File: src/rtl/lcplc_sample_framer.sv
// lcplc_sample_framer: frames a flat raw-sample stream for the LCPLC coder core
//
// Samples arrive in coder order (slice, then band, then row-major within the
// band). Four nested counters derive the row/slice/band/image boundary flags,
// and each sample plus its flags is presented through a one-entry output
// register on the coder's x_* handshake.
//
// Ports:
//   clk, rst          clock; synchronous active-high reset
//   cfg_*_m1          geometry (cols, rows, bands, slices), each minus 1;
//                     latched at the first sample of an image
//   input_valid/ready raw sample handshake; input_data is the sample
//   input_last        upstream end-of-image marker (checked only when enabled)
//   x_valid/x_ready   framed sample handshake toward the coder
//   x_data            framed sample
//   x_last_r/s/b/i    row / slice-in-band / last-band / image boundary flags
//   busy              high while an image is in progress
//   err_last          sticky input_last mismatch
//
// Build option: define LCPLC_FRAMER_LAST_CHECK_EN to compare input_last with
// the computed image flag; otherwise input_last is ignored and err_last is 0.
module lcplc_sample_framer #(
    parameter int DATA_WIDTH  = 16,
    parameter int COL_WIDTH   = 8,
    parameter int ROW_WIDTH   = 8,
    parameter int BAND_WIDTH  = 10,
    parameter int SLICE_WIDTH = 16
) (
    input  logic                   clk,
    input  logic                   rst,
    input  logic [COL_WIDTH-1:0]   cfg_cols_m1,
    input  logic [ROW_WIDTH-1:0]   cfg_rows_m1,
    input  logic [BAND_WIDTH-1:0]  cfg_bands_m1,
    input  logic [SLICE_WIDTH-1:0] cfg_slices_m1,
    input  logic                   input_valid,
    output logic                   input_ready,
    input  logic [DATA_WIDTH-1:0]  input_data,
    input  logic                   input_last,
    output logic                   x_valid,
    input  logic                   x_ready,
    output logic [DATA_WIDTH-1:0]  x_data,
    output logic                   x_last_r,
    output logic                   x_last_s,
    output logic                   x_last_b,
    output logic                   x_last_i,
    output logic                   busy,
    output logic                   err_last
);
    typedef enum logic {IDLE, RUN} state_t;

    state_t                 state_q;
    logic                   busy_q;
    logic [COL_WIDTH-1:0]   col_q, col_d, cols_q, cols_m1;
    logic [ROW_WIDTH-1:0]   row_q, row_d, rows_q, rows_m1;
    logic [BAND_WIDTH-1:0]  band_q, band_d, bands_q, bands_m1;
    logic [SLICE_WIDTH-1:0] slice_q, slice_d, slices_q, slices_m1;
    logic                   x_valid_q;
    logic [DATA_WIDTH-1:0]  x_data_q;
    logic [3:0]             flags_q;
    logic                   hs, f_r, f_s, f_b, f_i;

    assign input_ready = !x_valid_q || x_ready;
    assign hs          = input_valid && input_ready;

    // The first beat of an image sees the live config; afterwards the shadow
    // copy keeps the geometry fixed until the image completes.
    assign cols_m1   = (state_q == IDLE) ? cfg_cols_m1   : cols_q;
    assign rows_m1   = (state_q == IDLE) ? cfg_rows_m1   : rows_q;
    assign bands_m1  = (state_q == IDLE) ? cfg_bands_m1  : bands_q;
    assign slices_m1 = (state_q == IDLE) ? cfg_slices_m1 : slices_q;

    assign f_r = col_q == cols_m1;
    assign f_s = f_r && (row_q == rows_m1);
    assign f_b = f_s && (band_q == bands_m1);
    assign f_i = f_b && (slice_q == slices_m1);

    always_comb begin
        col_d   = f_r ? '0 : col_q + 1'b1;
        row_d   = f_s ? '0 : (f_r ? row_q + 1'b1 : row_q);
        band_d  = f_b ? '0 : (f_s ? band_q + 1'b1 : band_q);
        slice_d = f_i ? '0 : (f_b ? slice_q + 1'b1 : slice_q);
    end

    always_ff @(posedge clk) begin
        if (rst) begin
            state_q   <= IDLE;
            busy_q    <= 1'b0;
            col_q     <= '0;
            row_q     <= '0;
            band_q    <= '0;
            slice_q   <= '0;
            cols_q    <= '0;
            rows_q    <= '0;
            bands_q   <= '0;
            slices_q  <= '0;
            x_valid_q <= 1'b0;
            x_data_q  <= '0;
            flags_q   <= '0;
        end else if (hs) begin
            if (state_q == IDLE) begin
                cols_q   <= cfg_cols_m1;
                rows_q   <= cfg_rows_m1;
                bands_q  <= cfg_bands_m1;
                slices_q <= cfg_slices_m1;
            end
            // The image-closing beat (including a single-sample image) lands in IDLE.
            state_q   <= f_i ? IDLE : RUN;
            busy_q    <= !f_i;
            col_q     <= col_d;
            row_q     <= row_d;
            band_q    <= band_d;
            slice_q   <= slice_d;
            x_valid_q <= 1'b1;
            x_data_q  <= input_data;
            flags_q   <= {f_i, f_b, f_s, f_r};
        end else if (x_ready) begin
            x_valid_q <= 1'b0;
        end
    end

    assign x_valid  = x_valid_q;
    assign x_data   = x_data_q;
    assign x_last_r = flags_q[0];
    assign x_last_s = flags_q[1];
    assign x_last_b = flags_q[2];
    assign x_last_i = flags_q[3];
    assign busy     = busy_q;

`ifdef LCPLC_FRAMER_LAST_CHECK_EN
    logic err_q;

    // Framing always follows the counters; input_last only raises the alarm.
    always_ff @(posedge clk) begin
        if (rst) begin
            err_q <= 1'b0;
        end else if (hs && (input_last != f_i)) begin
            err_q <= 1'b1;
        end
    end

    assign err_last = err_q;
`else
    logic unused_last;

    assign unused_last = input_last;
    assign err_last    = 1'b0;
`endif
endmodule

File: config.mk
export PLATFORM = sky130hd
export DESIGN_NAME = lcplc_sample_framer
export DESIGN_NICKNAME = d
export VERILOG_FILES = /design/src/rtl/lcplc_sample_framer.sv
export SDC_FILE = /design/constraint.sdc
export NUM_CORES = 1
export LEC_CHECK = 0
export BUFFER_PORTS_ARGS = -buffer_cell sky130_fd_sc_hd__buf_2
export CORE_ASPECT_RATIO = 0.7
export CORE_UTILIZATION = 40
export DETAILED_ROUTE_END_ITERATION = 10
export PLACE_DENSITY_LB_ADDON = 0.25
export SETUP_SLACK_MARGIN = 0.02
export SLEW_MARGIN = 20
export SYNTH_ARGS = -nofsm -noshare
export SYNTH_HDL_FRONTEND = slang
export SYNTH_SLANG_ARGS = --single-unit
File: constraint.sdc
create_clock -name clk -period 3.7 [get_ports clk]
set_clock_uncertainty 0.15 [all_clocks]
set_input_delay 0.185 -clock clk [delete_from_list [all_inputs] [get_ports clk]]
set_output_delay 0.185 -clock clk [all_outputs]
set_load 0.02 [all_outputs]
==> results_dict.tcl <==
set metrics [dict create \
    wl_per_cell_um 14.3 \
    clkSlewWorstSetupHoldPaths_ps 70 \
    peakVddDrop_mv 0.235 \
    dp.cells 851 \
    hold_end "x_valid$_SDFFE_PP0P_" \
    cp.arrival_ps 3370 \
    syn_nets 696 \
    mostFrequentLayoutCells "137 x nand2_1, 105 x dfxtp_1, 84 x buf_2, 79 x a21oi_1, 59 x dlygate4sd3_1" \
    first_iter_violations 263 \
    gp_congestion 0.793 \
    numPortBuffers 84 \
    synth_cell_type_count 36 \
    relSlewSlack 0.479 \
    avgSynthCellArea_um2 8.19 \
    viasPerCell 5.08 \
    critical_path_class "reg2reg" \
    coreArea_mm2 0.0125 \
    rows 34 \
    hold_path.class "in2reg" \
    rr_endpoint "slice_q[14]$_SDFFE_PP0P_" \
    power_mw 2.60 \
    vias 4698 \
    pwr-share-seq 0.466 \
    drtAntennaViolNets 0 \
    switching_share 0.247 \
    yosysWarnings 0 \
    final_common_cell "nand2_1" \
    grt_max_degree 65 \
    grt_usage 0.209 \
    nets 826 \
    die_area_mm2 0.0133 \
    initial_utilization 0.412 \
    end_kind "flip-flop" \
    postLayoutCellArea_mm2 0.00662 \
    r2r_cells 9 \
    layout_min_cycle_time_ps 3250 \
    antenna_found_initial 0 \
    drc 0 \
    drt_wl_total_um 13200 \
    hold_path_depth 3 \
    area_delta_synth_final_pct 28.5 \
    status "completed" \
    rsz0062_at_grt "false" \
    clockBufferDepth 2 \
    syn_inst 629 \
    slowest_stage "or4_1" \
    finalCritPeriodShare 0.877 \
    cts-root-buf "clkbuf_16" \
    r2r-start "state_q$_SDFFE_PP0P_" \
    fin_util 0.529 \
    dpl_worst_slack_ps 467 \
    cap_violations 0 \
    dr.pass1.iters 5 \
    grt_pass1_vias 4702 \
    dp_hpwl_um 8830 \
    grt_first_pass_wirelength_um 22000 \
    clock_power_share 0.392 \
    yosysSeqAreaShare 0.412 \
    drive_gt1_frac 0.161 \
    hold_viol 0 \
    final_max_slew_viol_count 0 \
    fin_ws_ps 454 \
    p_leak_nw 2.58 \
    worst_hold_slack_ps 47.4 \
    setup_violations 0 \
    fin_setup_tns_ps 0 \
    place_area_mm2 0.00571 \
    synth_area_mm2 0.00515 \
    ys_seq_elements 106 \
    die_h_um 97.0 \
    clock-sinks 106 \
    p_comb_frac 0.142 \
    layout.cells.non_filler 924 \
    power_density_mw_per_mm2 393 \
    power_switching_mw 0.641 \
    crit_path_cell_trace "buf_4, buf_4, mux2i_1, xnor2_1, nor2_1, nand4_1, or4_1, or4_1, a21oi_1" \
    fmax_mhz 308 \
    cp.required_ps 3820 \
    overflow 0 \
    critPathMaxFanout 12 \
    dieWidth_um 138 \
    clk_latency_ps 340 \
    ff2ff_setup_slack_ps 450 \
    ioPinCount 87 \
    p_int_mw 1.96 \
    htree_levels 3 \
    critPathLaunchType "flip-flop" \
    min_from "x_ready" \
    cts_buffers 9 \
    antenna_cells 0 \
    worst_slew_pin_slew_ps 775 \
    cpPeakStageDelay_ps 580 \
    fill_cells 1168 \
    cts_tree "done" \
]
[cell families (layout without fill, tap and decap cells)]
logic type | Yosys count | after routing | share of synthesized area
other | 1 | 1 | 0.000728
flip-flops | 106 | 106 | 0.412
AND/OR/NAND/NOR | 265 | 265 | 0.244
buffers and inverters | 45 | 178 | 0.0403
multiplexers | 45 | 45 | 0.0874
AO/OA/AOI/OAI | 100 | 100 | 0.0988
adder cells (fa/ha/maj) | 4 | 4 | 0.00971
XOR/XNOR | 63 | 63 | 0.107
[area by class of cell]
cell class / instances / area [µm²] / area share
Multi-Input combinational cell: 478 / 2830 / 0.427
Sequential cell: 106 / 2120 / 0.321
Clock buffer: 10 / 239 / 0.0361
Tap cell: 162 / 203 / 0.0306
Inverter: 4 / 15.0 / 0.00227
Timing Repair Buffer: 160 / 1140 / 0.172
Clock inverter: 4 / 77.6 / 0.0117
[worst max-delay path: cells and delay by family, from the launching register on]
kind | cells | cell delay (ps)
simple gates | 4 | 1480
flops | 1 | 550
xor+xnor | 1 | 90
buf+inv | 2 | 460
mux | 1 | 290
compound gates | 1 | 140
[what timing repair did]
item | in CTS | in global routing
hold buffers | 59 | 0
resized for setup | 0 | 0
setup buffers | 0 | 0
hold endpoints to repair | 59 | 0
[Yosys cell counts]
| master | count | share of area |
|---|---|---|
| nand2_1 | 137 | 0.10 |
| dfxtp_1 | 106 | 0.41 |
| a21oi_1 | 79 | 0.077 |
| mux2i_1 | 45 | 0.087 |
| nor2_1 | 35 | 0.025 |
| clkbuf_1 | 34 | 0.025 |
| xnor2_1 | 34 | 0.058 |
| xor2_1 | 29 | 0.049 |
| nor3_1 | 19 | 0.018 |
| nand3_1 | 16 | 0.016 |
| nand4_1 | 14 | 0.017 |
| o21ai_1 | 14 | 0.014 |
| nand3b_1 | 10 | 0.015 |
| and3_1 | 8 | 0.0097 |
| nor4_1 | 5 | 0.0061 |
| ha_1 | 4 | 0.0097 |
| inv_1 | 4 | 0.0029 |
| nand2b_1 | 4 | 0.0049 |
| buf_2 | 3 | 0.0029 |
| nor4_2 | 3 | 0.0073 |
| or3_1 | 3 | 0.0036 |
| a31oi_1 | 2 | 0.0024 |
| and2_1 | 2 | 0.0024 |
| and4_1 | 2 | 0.0034 |
| buf_6 | 2 | 0.0044 |
| nor2b_1 | 2 | 0.0024 |
| nor4_4 | 2 | 0.0083 |
| o21ai_0 | 2 | 0.0019 |
| or4_1 | 2 | 0.0029 |
| a211oi_1 | 1 | 0.0015 |
| a22oi_1 | 1 | 0.0015 |
| buf_12 | 1 | 0.0039 |
| buf_4 | 1 | 0.0015 |
| conb_1 | 1 | 0.00073 |
| nand2_4 | 1 | 0.0022 |
| o22ai_1 | 1 | 0.0012 |
[routing by layer]
| layer | up-vias | share of wire | track usage |
|---|---|---|---|
| li1 | 2387 | - | - |
| met5 | - | 0 | 0 |
| met1 | 2188 | 0.49 | 0.288 |
| met4 | 0 | 0.0087 | 0.0575 |
| met3 | 9 | 0.043 | 0.0398 |
| met2 | 114 | 0.46 | 0.332 |
[worst max-delay path by stage]
stage | from | endpoint | slack [ps] | cells after the start
after floorplan | state_q$_SDFFE_PP0P_ | slice_q[9]$_SDFFE_PP0P_ | 670 | 11
after global placement | state_q$_SDFFE_PP0P_ | slice_q[14]$_SDFFE_PP0P_ | 530 | 8
after detailed placement | state_q$_SDFFE_PP0P_ | slice_q[14]$_SDFFE_PP0P_ | 470 | 9
after CTS | state_q$_SDFFE_PP0P_ | slice_q[9]$_SDFFE_PP0P_ | 430 | 11
after global routing | state_q$_SDFFE_PP0P_ | slice_q[3]$_SDFFE_PP0P_ | 200 | 11
final | state_q$_SDFFE_PP0P_ | slice_q[14]$_SDFFE_PP0P_ | 450 | 9
[power by group through the flow]
| stage | combinational [mW] | clock (mW) | sequential [mW] |
|---|---|---|---|
| 2_1_floorplan | 0.209 | 0 | 1.24 |
| 3_3_place_gp | 0.312 | 0 | 1.23 |
| 3_5_place_dp | 0.320 | 0 | 1.24 |
| 4_1_cts | 0.369 | 1.05 | 1.21 |
| 5_1_grt | 0.405 | 1.09 | 1.22 |
| 6_report | 0.370 | 1.02 | 1.21 |
[flip-flops by register name, summed over array words and instances (netlist names)]
register	flops
state_q	1
slices_q	16
x_valid	1
band_q	10
flags_q	4
bands_q	10
cols_q	8
row_q	8
x_data	16
rows_q	8
col_q	8
slice_q	16
No activity file was read; power rests on OpenSTA's default activity.
